==> config.mk <==
export PLATFORM = sky130hd
export DESIGN_NAME = ins_writeback
export DESIGN_NICKNAME = d
export VERILOG_FILES = /design/src/rtl/ins_writeback.sv
export SDC_FILE = /design/constraint.sdc
export NUM_CORES = 1
export LEC_CHECK = 0
export ABC_AREA = 1
export BUFFER_PORTS_ARGS = -buffer_cell sky130_fd_sc_hd__buf_2
export CELL_PAD_IN_SITES_DETAIL_PLACEMENT = 1
export CELL_PAD_IN_SITES_GLOBAL_PLACEMENT = 1
export CORE_ASPECT_RATIO = 1.5
export CORE_MARGIN = 2
export CORE_UTILIZATION = 32
export CTS_CLUSTER_DIAMETER = 150
export DETAILED_ROUTE_END_ITERATION = 7
export GPL_TIMING_DRIVEN = 0
export PLACE_DENSITY = 0.75
export SLEW_MARGIN = 10
export SYNTH_ARGS = -nofsm -noshare
export SYNTH_HDL_FRONTEND = slang
export SYNTH_SLANG_ARGS = --single-unit
==> constraint.sdc <==
create_clock -name sys_clk -period 1.4 [get_ports sys_clk]
set_input_delay 0 -clock sys_clk [delete_from_list [all_inputs] [get_ports sys_clk]]
set_output_delay 0 -clock sys_clk [all_outputs]
set_load 0.01 [all_outputs]
==> src/rtl/ins_writeback.sv <==
// Commit stage behind instruction-execute. It captures one execute result, performs an
// optional store over a req/ack handshake with a timeout, then commits the RF write and the PC in one cycle.
module ins_writeback #(
  parameter logic [31:0] PC_STEP     = 32'd4,
  parameter int unsigned MEM_TIMEOUT = 255
) (
  input  logic        sys_clk,
  input  logic        sys_rst_n,
  input  logic        op,
  input  logic        reg_w_op,
  input  logic [4:0]  reg_w_reg_idx,
  input  logic [31:0] reg_w_reg_val,
  input  logic        mem_w_op,
  input  logic [31:0] mem_w_mem_addr,
  input  logic [31:0] mem_w_mem_val,
  input  logic        reg_pc_w_op,
  input  logic [31:0] reg_pc_w_val,
  input  logic [31:0] reg_pc_val,
  input  logic        mem_ack,
  output logic        rf_we,
  output logic [4:0]  rf_waddr,
  output logic [31:0] rf_wdata,
  output logic        mem_req,
  output logic [31:0] mem_addr,
  output logic [31:0] mem_wdata,
  output logic        pc_we,
  output logic [31:0] pc_wdata,
  output logic        busy,
  output logic        done,
  output logic        wb_err
);

  localparam int CNT_W = $clog2(MEM_TIMEOUT + 1);

  typedef enum logic [1:0] {IDLE, MEM_REQ, COMMIT, ERR} state_t;

  state_t             state, state_nxt;
  logic [CNT_W-1:0]   cnt, cnt_nxt;

  logic               cap_reg_w_op;
  logic [4:0]         cap_idx;
  logic [31:0]        cap_reg_val;
  logic [31:0]        cap_mem_addr;
  logic [31:0]        cap_mem_val;
  logic               cap_pc_w_op;
  logic [31:0]        cap_pc_w_val;
  logic [31:0]        cap_pc_val;

  always_comb begin
    // NOTE: defaults first, so every path assigns every variable and no latch is inferred.
    state_nxt = state;
    cnt_nxt   = cnt;
    unique case (state)
      IDLE: begin
        if (op) begin
          if (reg_pc_w_op && (reg_pc_w_val[1:0] != 2'b00)) begin
            state_nxt = ERR;
          end else if (mem_w_op && (mem_w_mem_addr[1:0] != 2'b00)) begin
            state_nxt = ERR;
          end else if (mem_w_op) begin
            state_nxt = MEM_REQ;
            cnt_nxt   = '0;
          end else begin
            state_nxt = COMMIT;
          end
        end
      end
      MEM_REQ: begin
        // An ack on the expiry edge still commits: ack is tested before the timeout.
        if (mem_ack) begin
          state_nxt = COMMIT;
        end else begin
          cnt_nxt = cnt + CNT_W'(1);
          if (cnt_nxt == CNT_W'(MEM_TIMEOUT)) state_nxt = ERR;
        end
      end
      COMMIT:  state_nxt = IDLE;
      ERR:     state_nxt = ERR;
      default: state_nxt = IDLE;
    endcase
  end

  always_ff @(posedge sys_clk or negedge sys_rst_n) begin
    if (!sys_rst_n) begin
      state <= IDLE;
      cnt   <= '0;
    end else begin
      // NOTE: non-blocking assignments keep every register updating from pre-edge values.
      state <= state_nxt;
      cnt   <= cnt_nxt;
    end
  end

  always_ff @(posedge sys_clk or negedge sys_rst_n) begin
    if (!sys_rst_n) begin
      cap_reg_w_op <= 1'b0;
      cap_idx      <= '0;
      cap_reg_val  <= '0;
      cap_mem_addr <= '0;
      cap_mem_val  <= '0;
      cap_pc_w_op  <= 1'b0;
      cap_pc_w_val <= '0;
      cap_pc_val   <= '0;
    end else if (state == IDLE && op) begin
      cap_reg_w_op <= reg_w_op;
      cap_idx      <= reg_w_reg_idx;
      cap_reg_val  <= reg_w_reg_val;
      cap_mem_addr <= mem_w_mem_addr;
      cap_mem_val  <= mem_w_mem_val;
      cap_pc_w_op  <= reg_pc_w_op;
      cap_pc_w_val <= reg_pc_w_val;
      cap_pc_val   <= reg_pc_val;
    end
  end

  // Moore outputs: decoded from state and captured values only.
  always_comb begin
    rf_we     = (state == COMMIT) && cap_reg_w_op && (cap_idx != 5'd0);
    rf_waddr  = rf_we ? cap_idx : 5'd0;
    rf_wdata  = rf_we ? cap_reg_val : 32'd0;
    mem_req   = (state == MEM_REQ);
    mem_addr  = mem_req ? cap_mem_addr : 32'd0;
    mem_wdata = mem_req ? cap_mem_val : 32'd0;
    pc_we     = (state == COMMIT);
    pc_wdata  = 32'd0;
    if (pc_we) pc_wdata = cap_pc_w_op ? cap_pc_w_val : cap_pc_val + PC_STEP;
    done      = (state == COMMIT);
    busy      = (state != IDLE);
    wb_err    = (state == ERR);
  end

endmodule

==> summary.txt, run 1 <==
Global routing
  • Total GRT Usage: 74.08%
  • Initial antenna violation count: 18
  • Largest net degree at the start of global routing: 93
  • GR Overflow Total: 180

Logic synthesis
  • Post-synthesis simple-gate area fraction: 23.66%
  • Syn nets: 1295
  • Synthesis-stage register bit count: 177
  • Yosys cell types: 32
  • Post-Syn Instances: 1120
  • Post-Synth Adder-Cell Area: 0.4253%
  • Mux share of post-synthesis cell area: 5.741%
  • Synthesis Warnings: 0
  • Largest family of logic cells by synthesized area: simple AND/OR/NAND/NOR gates
  • Post-Syn Area: 8826 µm²
  • Synth Area per Inst: 7.880 µm²
  • Xor/xnor share of the synthesized area: 0.8931%
  • Synth Area in Compound Gates: 9.002%
  • Seq/Total Area, Yosys: 50.18%

Placed design
  • Routability Congestion: 0.9428
  • Port Buffer Count: 310
  • Placed Area: 10860 µm²
  • Placed Cells: 1773
  • Post-DP HPWL: 24650 µm

Clocking
  • Root buffer cell: clkbuf_16
  • Sink Count: 177
  • Max Root-Sink Buffers: 2
  • # H-tree levels: 4
  • Total CTS buffers: 17

Floorplanning
  • DIE HEIGHT: 207.4 µm
  • Initial core utilization: 32.42%
  • Num rows: 74
  • IO Count: 311
  • Die width: 139.6 µm

Status
  • Last step reached: global routing
  • Status: did not finish
  • Error Message: [ERROR GRT-0232] Routing congestion too high. Check the congestion heatmap in the GUI.

Timing
  • Worst endpoint type: top-level output
  • Worst endpoint after global-route timing repair: pc_wdata[18]
==> kinds of logic after synthesis <==
| group | after synthesis |
|---|---|
| AO/OA/AOI/OAI | 156 |
| XOR/XNOR | 9 |
| adder cells (fa/ha/maj) | 3 |
| buffers and inverters | 223 |
| flip-flops | 177 |
| multiplexers | 45 |
| AND/OR/NAND/NOR | 507 |
==> routing by layer <==
metal,GRT usage (%),GRT overflow
met5,5.772,0
met4,85.48,76
met3,52.13,7
met2,95.49,93
met1,70.48,4
==> cells in the mapped netlist <==
cell type  instances  area share (%)
nor2_1           314              13
dfrtp_1          177              50
inv_1            166             7.1
a21oi_1          131             7.4
nand2_1          111             4.7
mux2_1            45             5.7
nand3_1           43             2.4
buf_2             36             2.0
clkbuf_1          13            0.55
nor3_1            13            0.74
o21ai_0           11            0.62
o21ai_1            9            0.51
xor2_1             8            0.79
inv_2              5            0.21
nor2_2             5            0.35
nand4_1            4            0.28
ha_1               3            0.43
nand3_2            3            0.34
nand3b_1           3            0.26
nor3_2             3            0.34
a22o_1             2            0.20
buf_4              2            0.17
nand2_2            2            0.14
o22ai_1            2            0.14
or2_0              2            0.14
a221oi_1           1           0.099
and3_1             1           0.071
clkinv_2           1           0.057
nand2_4            1            0.13
nor2_4             1            0.13
nor2_8             1            0.23
xnor2_1            1           0.099
==> stage by stage <==
| stage | setup TNS, ps | hold WS, ps | setup WS [ps] |
|---|---|---|---|
| floorplan | -24.14 | -295.6 | -24.14 |
| global placement | -623460 | 212.7 | -3081 |
| detailed placement | -141810 | 66.43 | -720.1 |
| CTS | -87000 | 96.34 | -696.0 |
==> repair_timing <==
action / in CTS
endpoints found under the setup margin: 313
pin swaps: 116
resized for setup: 738
setup buffers: 72
hold buffers: 170
hold endpoints to repair: 258
gates cloned: 41
==> run 2: changes to the inputs <==
CELL_PAD_IN_SITES_DETAIL_PLACEMENT = unset   (was 1)
CELL_PAD_IN_SITES_GLOBAL_PLACEMENT = unset   (was 1)
CORE_ASPECT_RATIO = unset   (was 1.5)
CORE_UTILIZATION = 30   (was 32)
CTS_CLUSTER_DIAMETER = unset   (was 150)
PLACE_DENSITY = unset   (was 0.75)
PLACE_DENSITY_LB_ADDON = 0.15   (was unset)
clock period = 1.8 ns   (was 1.4 ns; I/O delays follow)
==> run 2 against run 1 <==
Against the previous run:
- the flow now finishes, with violations (negative setup slack)
- synthesized cell count is the same
- synthesized area is the same
==> summary.txt, run 2 <==
Timing
  • Final setup fails: 40
  • Final setup skew: 14.22 ps
  • Final hold vios: 0
  • Worst-Margin Slew: 686.5 ps
  • Setup TNS: -3540 ps
  • Final Worst Setup Slack: -185.4 ps
  • RSZ-0062 raised after global routing: yes
  • Fin. max-slew vios: 0
  • F_max: 0.5037 GHz
  • Slew margin rel.: 54.23%
  • Fin crit share: 110.3%
  • Hold slack: 139.1 ps
  • Period minus WS final: 1985 ps

Logic synthesis
  • Synth top area cells: dfrtp_1 (50%), nor2_1 (13%), a21oi_1 (7.4%)
  • Cell with the most instances after synthesis: nor2_1
  • Seq/Total Area, Yosys: 50.18% (unchanged)
  • Synthesis Warnings: 0 (unchanged)
  • Synth cell count leaders: nor2_1 (314), dfrtp_1 (177), inv_1 (166)
  • Asr flop ratio synth: 100.0% (unchanged)
  • Yosys cell types: 32 (unchanged)
  • Number of enable flip-flop cells after synthesis: 0 (unchanged)
  • Post-Syn Instances: 1120 (unchanged)
  • Synth Flop Type: dfrtp_1
  • Synth top area share: 50.18% (unchanged)
  • Post-Syn Area: 8826 µm² (unchanged)
  • Syn nets: 1295 (unchanged)
  • Synth Area per Inst: 7.880 µm² (unchanged)
  • Area leader, netlist: dfrtp_1
  • Synthesis-stage register bit count: 177 (unchanged)

Floorplanning
  • DIE HEIGHT: 175.5 µm (-15%)
  • Initial core utilization: 30.58% (-1.8 points)
  • IO Count: 311 (unchanged)
  • Die area: 30810 µm²
  • Die width: 175.5 µm (+26%)
  • Num rows: 62 (-16%)
  • Core footprint: 28860 µm²

Clocking
  • Clock transition time at the flip-flop clock pins of the worst setup and hold paths: 80 ps
  • CTS tree: built
  • Worst-Skew Late Latency: 440 ps
  • Max Root-Sink Buffers: 2 (unchanged)
  • # H-tree levels: 4 (unchanged)
  • Sink Count: 177 (unchanged)
  • Total CTS buffers: 17 (unchanged)
  • Root buffer cell: clkbuf_16

Finish
  • Commonest non-fill, non-tap cells in the layout: buf_2 (310), nor2_1 (260), dlygate4sd3_1 (171)
  • Commonest non-fill, non-tap cell in the layout: buf_2
  • Finished Core Util: 50.56%
  • Total Nets Final: 1847
  • Fillers: 2825
  • Layout cell share with drive strength beyond 1: 34.30%
  • Layout area overhead: 65.30%

Drt
  • Vias: 9340
  • Drt total wl: 33300 µm
  • Vias per cell: 4.512
  • Antenna Nets Post-Route: 0
  • Residual DRC: 0
  • Routed len/inst: 16.09 µm
  • Drt pass-1 iters: 5
  • Iteration-0 DRC Markers: 364

Worst hold path
  • Hold crit path type: primary input to async pin

Critical path
  • CP Max Fanout: 4
  • CP cell instances: nand2_2 > nor3_4 > buf_4 > nand2_1 > nor2_2 > nand2_1 > nand2_1 > nand3_2 > nand2_1 > inv_1 > buf_2
  • CP startpoint kind: flop
  • Req. time, crit path: 1800 ps
  • Critical path arrival: 1990 ps
  • Crit path top cell by count: nand2_1
  • Slowest CP cell: dfrtp_2
  • CP max stage delay: 420 ps
  • Crit Path Class: flop to primary output
  • Crit path capture type: primary output

Power and ir drop
  • Power, Total: 22.08 mW
  • P per Cell Area: 1514 nW/µm²
  • Maximum VDD drop: 0.8310 mV
  • Leak Pwr: 7.627 nW

Global routing
  • Largest net degree at the start of global routing: 95
  • Initial antenna violation count: 1
  • GR Overflow Total: 0
  • Total GRT Usage: 21.30%
  • Number of global-route vias before repair: 9545
  • First-pass GRT wire length: 50880 µm

Placed design
  • Post-DP HPWL: 23070 µm (-6.4%)
  • Routability Congestion: 0.8918 (-5.4%)
  • Port Buffer Count: 310 (unchanged)

Job
  • Max-Cap Viols: 0

Status
  • Failing checks: negative setup slack
  • Status: finished with violations
-- run 2: cell counts after synthesis --
No cell type changed its count.
-- run 2: stage by stage --
step	cells	instance area (µm²)	worst slack, ps
6_report	2070	14590	-185.4
5_1_grt	2070	14590	-326.5
4_1_cts	2048	14000	-291.6
3_5_place_dp	1815	10900	-339.7
3_3_place_gp	1814	10860	-2515
2_1_floorplan	1120	8826	264.7
-- run 2: worst max-delay path, delay by kind of cell (launching register included) --
| family | cells | cell delay [ps] |
|---|---|---|
| buffers and inverters | 3 | 320 |
| DFF | 1 | 420 |
| and+or+nand+nor | 8 | 820 |
-- run 2: cells by family (layout without fill, tap and decap cells) --
logic type / count (synthesis) / count (layout) / share of synthesized area, %
adders and majority gates: 3 / 3 / 0.4253
muxes: 45 / 45 / 5.741
other: 0 / 1 / 0
buffers and inverters: 223 / 786 / 10.09
DFF: 177 / 177 / 50.18
xor gates and xnor gates: 9 / 9 / 0.8932
AOI/OAI and AO/OA: 156 / 156 / 9.002
and+or+nand+nor: 507 / 509 / 23.66
-- run 2: what timing repair did --
item,in CTS,in global routing
endpoints found under the setup margin,300,148
resized for setup,152,132
gates cloned,4,1
hold buffers,171,0
hold endpoints to repair,260,0
buffers inserted,26,21
pin swaps,22,28
-- run 2: power breakdown --
part           switching [mW]  leakage, nW  internal, mW  total [mW]
logic                    6.67         5.40          4.73        11.4
clock network            1.71        0.272          2.10        3.81
registers                1.01         1.96          5.86        6.87
-- run 2: final timing paths --
check                                  from               end  slack, ps  depth (start not counted)
max                          cap_pc_val[10]      pc_wdata[26]       -190                         11
max reg2reg                        state[0]     cap_pc_val[1]         80                          5
min reg2reg                cap_pc_w_val[31]  cap_pc_w_val[31]        480                          1
min in group sys_clk       reg_pc_w_val[26]  cap_pc_w_val[26]        300                          3
max in group asynchronous         sys_rst_n    cap_reg_val[3]        740                          3
min                               sys_rst_n   cap_pc_w_val[6]        140                          2
-- run 2: area by class of cell --
class / count / area [µm²] / share of cell area [%]
inverter: 172 / 668.1 / 4.580
multi-input combinational: 722 / 4124 / 28.27
clock inverter: 10 / 126.4 / 0.8662
clock buffer: 22 / 454.2 / 3.113
tap: 384 / 480.5 / 3.293
timing repair buffer: 531 / 3948 / 27.06
sequential: 177 / 4441 / 30.44
antenna: 1 / 2.502 / 0.01715
buffer: 51 / 345.3 / 2.367
-- run 2: per-layer routing --
| layer | GRT usage (%) | wire length [µm] |
|---|---|---|
| met4 | 6.198 | 806 |
| met1 | 25.81 | 14010 |
| met3 | 5.238 | 1956 |
| met5 | 0 | 0 |
| met2 | 37.47 | 16520 |
No activity file was read; power rests on OpenSTA's default activity.
==> run 3: changes to the inputs <==
ABC_AREA = unset   (was 1)
SLEW_MARGIN = 5   (was 10)
==> run 3 against run 2 <==
Against the previous run:
- the flow still finishes with violations (negative setup slack)
- worst setup slack lost 220 ps
- first-iteration DRC count down 19%
- final area is 9.7% higher
- register-to-register slack got worse by 150 ps
- fmax decreased by 10%
- critical endpoint is now pc_wdata[31]
- largest power group unchanged
- highest routed layer unchanged
==> summary.txt, run 3 <==
Status
  • Status: finished with violations
  • Failing checks: negative setup slack

Timing
  • Slew margin rel.: 62.41% (+8.2 points)
  • Hold slack: 14.72 ps (-124.4 ps)
  • Worst-Margin Slew: 563.8 ps (-122.7 ps)
  • Final hold vios: 0 (unchanged)
  • Final Worst Setup Slack: -405.6 ps (-220.3 ps)
  • Final setup fails: 201 (+400%)
  • RSZ-0062 raised after global routing: yes
  • Fin crit share: 122.5% (+12 points)
  • F_max: 0.4534 GHz (-10%)
  • Fin. max-slew vios: 0 (unchanged)
  • Setup TNS: -12850 ps (-9313 ps)
  • Period minus WS final: 2206 ps (+220.3 ps)
  • Final setup skew: 12.00 ps (-2.213 ps)

Clocking
  • Sink Count: 177 (unchanged)
  • Max Root-Sink Buffers: 2 (unchanged)
  • # H-tree levels: 4 (unchanged)
  • Root buffer cell: clkbuf_16
  • CTS tree: built
  • Total CTS buffers: 17 (unchanged)
  • Worst-Skew Late Latency: 430 ps (about the same)
  • Clock transition time at the flip-flop clock pins of the worst setup and hold paths: 80 ps (about the same)

Floorplanning
  • Core footprint: 27780 µm² (-3.7%)
  • IO Count: 311 (unchanged)
  • Die area: 29620 µm² (-3.8%)
  • DIE HEIGHT: 172.1 µm (-1.9%)
  • Die width: 172.1 µm (-1.9%)
  • Initial core utilization: 30.52% (-0.067 points)
  • Num rows: 61 (-1.6%)

Critical path
  • R2r setup slk: -70 ps (-150 ps)
  • Critical path arrival: 2210 ps (+220 ps)
  • Crit path capture type: primary output
  • Req. time, crit path: 1800 ps (about the same)
  • Crit Path Class: flop to primary output
  • CP Max Fanout: 3 (-1)
  • CP startpoint kind: flop

Global routing
  • Total GRT Usage: 18.63% (-2.7 points)
  • Largest net degree at the start of global routing: 86 (-9.5%)
  • Number of global-route vias before repair: 7971 (-16%)
  • Initial antenna violation count: 0 (-1)
  • GR Overflow Total: 0 (unchanged)
  • First-pass GRT wire length: 42510 µm (-16%)

Logic synthesis
  • Synth Area per Inst: 11.74 µm² (+49%)
  • Mux share of post-synthesis cell area: 22.37% (+17 points)
  • Post-Syn Area: 8478 µm² (-3.9%)
  • Largest family of logic cells by synthesized area: multiplexers
  • Seq/Total Area, Yosys: 52.24% (+2.1 points)
  • Asr flop ratio synth: 100.0% (unchanged)
  • Synth Flop Type: dfrtp_1
  • Post-synthesis simple-gate area fraction: 14.42% (-9.2 points)
  • Synthesis Warnings: 0 (unchanged)
  • Number of enable flip-flop cells after synthesis: 0 (unchanged)
  • Synth top area cells: dfrtp_1 (52%), mux2_2 (22%), and2_1 (7.5%)
  • Yosys cell types: 37 (+16%)
  • Post-Syn Instances: 722 (-36%)
  • Xor/xnor share of the synthesized area: 2.996% (+2.1 points)
  • Synth cell count leaders: dfrtp_1 (177), mux2_2 (164), and2_1 (101)
  • Synth top area share: 52.24% (+2.1 points)
  • Synth Area in Compound Gates: 5.003% (-4.0 points)
  • Post-Synth Adder-Cell Area: 0.4427% (+0.017 points)
  • Syn nets: 897 (-31%)
  • Cell with the most instances after synthesis: dfrtp_1
  • Area leader, netlist: dfrtp_1
  • Synthesis-stage register bit count: 177 (unchanged)

Drt
  • Vias: 7980 (-15%)
  • Iteration-0 DRC Markers: 296 (-19%)
  • Drt total wl: 32250 µm (-3.2%)
  • Vias per cell: 4.669 (+3.5%)
  • Routed len/inst: 18.87 µm (+17%)
  • Antenna Nets Post-Route: 0 (unchanged)
  • Drt pass-1 iters: 4 (-1)
  • Residual DRC: 0 (unchanged)

Power and ir drop
  • Leak Pwr: 7.579 nW (-0.63%)
  • P per Cell Area: 1572 nW/µm² (+3.8%)
  • Maximum VDD drop: 0.7128 mV (-14%)

Finish
  • Layout cell share with drive strength beyond 1: 56.62% (+22 points)
  • Layout area overhead: 88.74%
  • Finished Core Util: 57.60% (+7.0 points)
  • Commonest non-fill, non-tap cell in the layout: buf_2
  • Flip-flop and latch area: 4442 µm² (about the same)
  • Commonest non-fill, non-tap cells in the layout: buf_2 (245), dlygate4sd3_1 (171), dfrtp_1 (167)
  • Area of the multi-input gates: 4881 µm² (+18%)
  • Fillers: 2339 (-17%)
  • Total Nets Final: 1492 (-19%)

Worst hold path
  • Hold crit path type: primary input to async pin

Placed design
  • Port Buffer Count: 310 (unchanged)
  • Post-DP HPWL: 19140 µm (-17%)
  • Routability Congestion: 0.7968 (-11%)

Job
  • Max-Cap Viols: 0 (unchanged)
## run 3: changes by cell type after synthesis, moves of 94 or more
cell and delta:
nor2_1 -286, mux2_2 +164, inv_1 -160, and2_1 +101
a21oi_1 -97, nand2_1 -94
## run 3: area by class of cell
type                       count  share of cell area, %
sequential                   177                  27.76
buffer                        42                  3.566
clock buffer                  19                  2.705
timing repair inverter         1                0.04692
multi-input combinational    495                  30.50
inverter                       6                 0.1720
tap                          378                  2.956
clock inverter                13                 0.9070
timing repair buffer         577                  31.37
antenna                        1                0.01564
## run 3: worst paths after layout
path,from,cells after the start,endpoint
min,sys_rst_n,2,cap_pc_w_val[18]
min in group sys_clk,op,4,state[1]
max,cap_pc_val[10],7,pc_wdata[31]
max reg2reg,state[1],8,cap_pc_val[2]
max in group asynchronous,sys_rst_n,4,cap_reg_val[2]
min reg2reg,cap_mem_addr[27],1,cap_mem_addr[27]
## run 3: metal layers
layer	GRT usage [%]	vias up	part of all wire, %
li1	-	3707	-
met1	22.59	4000	42
met4	5.517	0	1.5
met2	32.70	238	51
met3	4.601	35	5.4
met5	0	-	0
## run 3: kinds of logic after synthesis
family | after synthesis
fa+ha+maj | 3
simple gates | 213
buf+inv | 50
compound gates | 81
flops | 177
xor+xnor | 29
mux | 169
## run 3: worst max-delay path, cell delays in order, from the launching register on
cell and delay (ps):
dfrtp_1 400, nand4_1 170, buf_4 170, or4_4 490, nor3_2 140, xnor2_1 140, a21oi_1 90, buf_2 180
## run 3: report_power, final
part / internal (mW) / total [mW] / switching, mW
Clock: 1.98 / 3.77 / 1.79
Combinational: 8.55 / 14.0 / 5.42
Sequential: 6.00 / 7.41 / 1.41
Total: 16.5 / 25.1 / 8.62
## run 3: repair_timing
action / in CTS / in global routing
endpoints found under the setup margin: 304 / 271
hold endpoints to repair: 283 / 0
setup buffers: 45 / 23
gates resized for setup: 168 / 389
pin swaps: 62 / 48
gates cloned: 4 / 27
hold buffers: 171 / 0
## run 3: metrics by stage
step	cell area, µm²	worst slack, ps	instances	power, mW
after floorplan	8478	49.03	722	12.08
final	16000	-405.6	1709	25.15
after CTS	13840	-393.3	1663	20.81
after detailed placement	10570	-801.9	1412	15.01
after global routing	16000	-527.7	1708	26.61
after global placement	10500	-2525	1410	14.91
==> run 4: changes to the inputs <==
ABC_CLOCK_PERIOD_IN_PS = 1800   (was unset)
MAX_ROUTING_LAYER = met4   (was unset)
==> run 4 against run 3 <==
Against the previous run:
- highest routed layer unchanged
- fmax is 0.44% higher
- largest cell class unchanged
- largest power group unchanged
- worst setup slack better by 9.6 ps
- critical path type unchanged
- combinational power hardly changed
- the run still ends with negative setup slack left
- register-to-register slack hardly changed
- non-clock buffer count is 2 higher
==> summary.txt, run 4 (synthesized netlist as in run 3, its figures left out) <==
Global routing
  • Total GRT Usage: 19.19% (+0.56 points)
  • First-pass GRT wire length: 42440 µm (-0.18%)
  • GRT busiest layer: met2
  • GR Overflow Total: 0 (unchanged)
  • Global Route met2 Usage: 32.76% (+0.052 points)
  • Number of global-route vias before repair: 7991 (+0.25%)
  • Met1 Use GR: 22.82% (+0.23 points)
  • GRT met3 Usage: 4.395% (-0.21 points)
  • Initial antenna violation count: 0 (unchanged)
  • Largest net degree at the start of global routing: 86 (unchanged)

Finish
  • Layout area overhead: 90.48%
  • Fillers: 2321 (-0.77%)
  • Commonest non-fill, non-tap cells in the layout: buf_2 (234), dlygate4sd3_1 (171), dfrtp_1 (167)
  • Layout cell share with drive strength beyond 1: 57.51% (+0.89 points)
  • Commonest non-fill, non-tap cell in the layout: buf_2
  • Flip-flop and latch area: 4442 µm² (unchanged)
  • Total Nets Final: 1494 (+0.13%)
  • Final instance area: 16150 µm² (+0.92%)
  • Area of the multi-input gates: 4906 µm² (+0.51%)

Power and ir drop
  • P per Cell Area: 1580 nW/µm² (+0.53%)
  • Power, Total: 25.52 mW (+1.5%)
  • Maximum VDD drop: 0.8332 mV (+17%)
  • Leak Pwr: 7.635 nW (+0.74%)

Floorplanning
  • Num rows: 61 (unchanged)
  • IO Count: 311 (unchanged)
  • DIE HEIGHT: 172.1 µm (unchanged)
  • Initial core utilization: 30.52% (unchanged)
  • Die area: 29620 µm² (unchanged)
  • Die width: 172.1 µm (unchanged)
  • Core footprint: 27780 µm² (unchanged)

Clocking
  • # H-tree levels: 4 (unchanged)
  • Worst-Skew Late Latency: 430 ps (about the same)
  • Sink Count: 177 (unchanged)
  • Clock transition time at the flip-flop clock pins of the worst setup and hold paths: 80 ps (about the same)
  • Max Root-Sink Buffers: 2 (unchanged)
  • CTS tree: built
  • Total CTS buffers: 17 (unchanged)
  • Root buffer cell: clkbuf_16

Timing
  • Period minus WS final: 2196 ps (-9.641 ps)
  • RSZ-0062 raised after global routing: yes
  • Fin. max-slew vios: 0 (unchanged)
  • Hold slack: 19.82 ps (+5.104 ps)
  • Worst-Margin Slew: 548.1 ps (-15.70 ps)
  • Final Worst Setup Slack: -396.0 ps (+9.641 ps)
  • F_max: 0.4554 GHz (+0.44%)
  • Final setup skew: 15.76 ps (+3.757 ps)
  • Fin crit share: 122.0% (-0.54 points)
  • Slew margin rel.: 63.46% (+1.0 points)
  • Final hold vios: 0 (unchanged)
  • Final setup fails: 163 (-19%)

Critical path
  • CP Max Fanout: 3 (unchanged)
  • Req. time, crit path: 1800 ps (about the same)
  • CP startpoint kind: flop
  • Crit path capture type: primary output
  • Crit Path Class: flop to primary output
  • Critical path arrival: 2200 ps (about the same)

Placed design
  • Post-DP HPWL: 19140 µm (unchanged)
  • Port Buffer Count: 310 (unchanged)
  • Routability Congestion: 0.8082 (+1.4%)
  • Placed Area: 10570 µm² (unchanged)

Drt
  • Residual DRC: 0 (unchanged)
  • Antenna Nets Post-Route: 0 (unchanged)
  • Drt pass-1 iters: 4 (unchanged)
  • Vias: 7996 (+0.20%)
  • Vias per cell: 4.673 (about the same)
  • Routed len/inst: 18.87 µm (about the same)
  • Drt total wl: 32280 µm (+0.11%)
  • Iteration-0 DRC Markers: 339 (+15%)

Worst hold path
  • Hold crit path type: primary input to async pin

Status
  • Status: finished with violations
  • Failing checks: negative setup slack

Job
  • Max-Cap Viols: 0 (unchanged)
-- run 4: cell count changes in the layout (fill, tap and decap cells not counted), moves of 4 or more --
cell    delta
buf_4      -4
buf_6     +13
buf_2     -11
and2_1    -10
and2_4    +10
-- run 4: layout make-up --
cell class	instances	area share [%]
timing repair buffer	579	31.79
sequential	177	27.50
antenna	1	0.01550
buffer	42	3.587
timing repair inverter	1	0.04649
clock inverter	13	0.8987
inverter	6	0.1705
tap	378	2.929
clock buffer	19	2.681
multi-input combinational	495	30.38
-- run 4: where the power goes --
part / leakage [nW] / switching [mW] / internal, mW
sequential: 2.10 / 1.42 / 6.00
clock: 0.284 / 1.78 / 1.98
combinational: 5.25 / 5.49 / 8.84
total: 7.64 / 8.70 / 16.8
-- run 4: final timing paths --
kind | startpoint | end | slack (ps) | depth (start not counted)
hold / removal | sys_rst_n | cap_pc_w_val[17] | 20 | 2
min in group sys_clk | op | state[1] | 60 | 4
hold reg to reg | cap_mem_addr[2] | cap_mem_addr[2] | 510 | 1
setup reg to reg | state[1] | cap_pc_val[2] | -60 | 8
max in group asynchronous | sys_rst_n | cap_mem_addr[26] | 690 | 4
setup / recovery | cap_pc_val[17] | pc_wdata[31] | -400 | 7
-- run 4: repair_timing --
action	in CTS	in global routing
gates cloned	4	27
hold buffers	171	0
setup buffers	45	25
pin swaps	62	59
endpoints found under the setup margin	304	276
gates resized for setup	168	423
endpoints found under the hold margin	283	0
-- run 4: metal layers --
layer	part of all wire, %	vias up
li1	-	3705
met1	43	4011
met2	51	251
met3	5.0	29
met4	1.3	0
met5	0	-
-- run 4: stage by stage --
| stage | instances | TNS [ps] | utilization [%] | setup slack [ps] |
|---|---|---|---|---|
| detailed placement | 1412 | -109250 | 38.04 | -801.9 |
| floorplan | 722 | 0 | - | 49.03 |
| finish | 1711 | -10890 | 58.13 | -396.0 |
| CTS | 1663 | -9902 | 49.82 | -393.3 |
| global placement | 1410 | -554700 | 37.80 | -2525 |
| global route | 1710 | -31140 | 58.12 | -524.6 |
-- run 4: worst max-delay path, cell delays in order (launching register included) --
cell     delay (ps)
dfrtp_1         370
nand4_1         160
buf_4           180
or4_4           520
nor3_2          140
xnor2_1          80
a21oi_1         150
buf_2           170
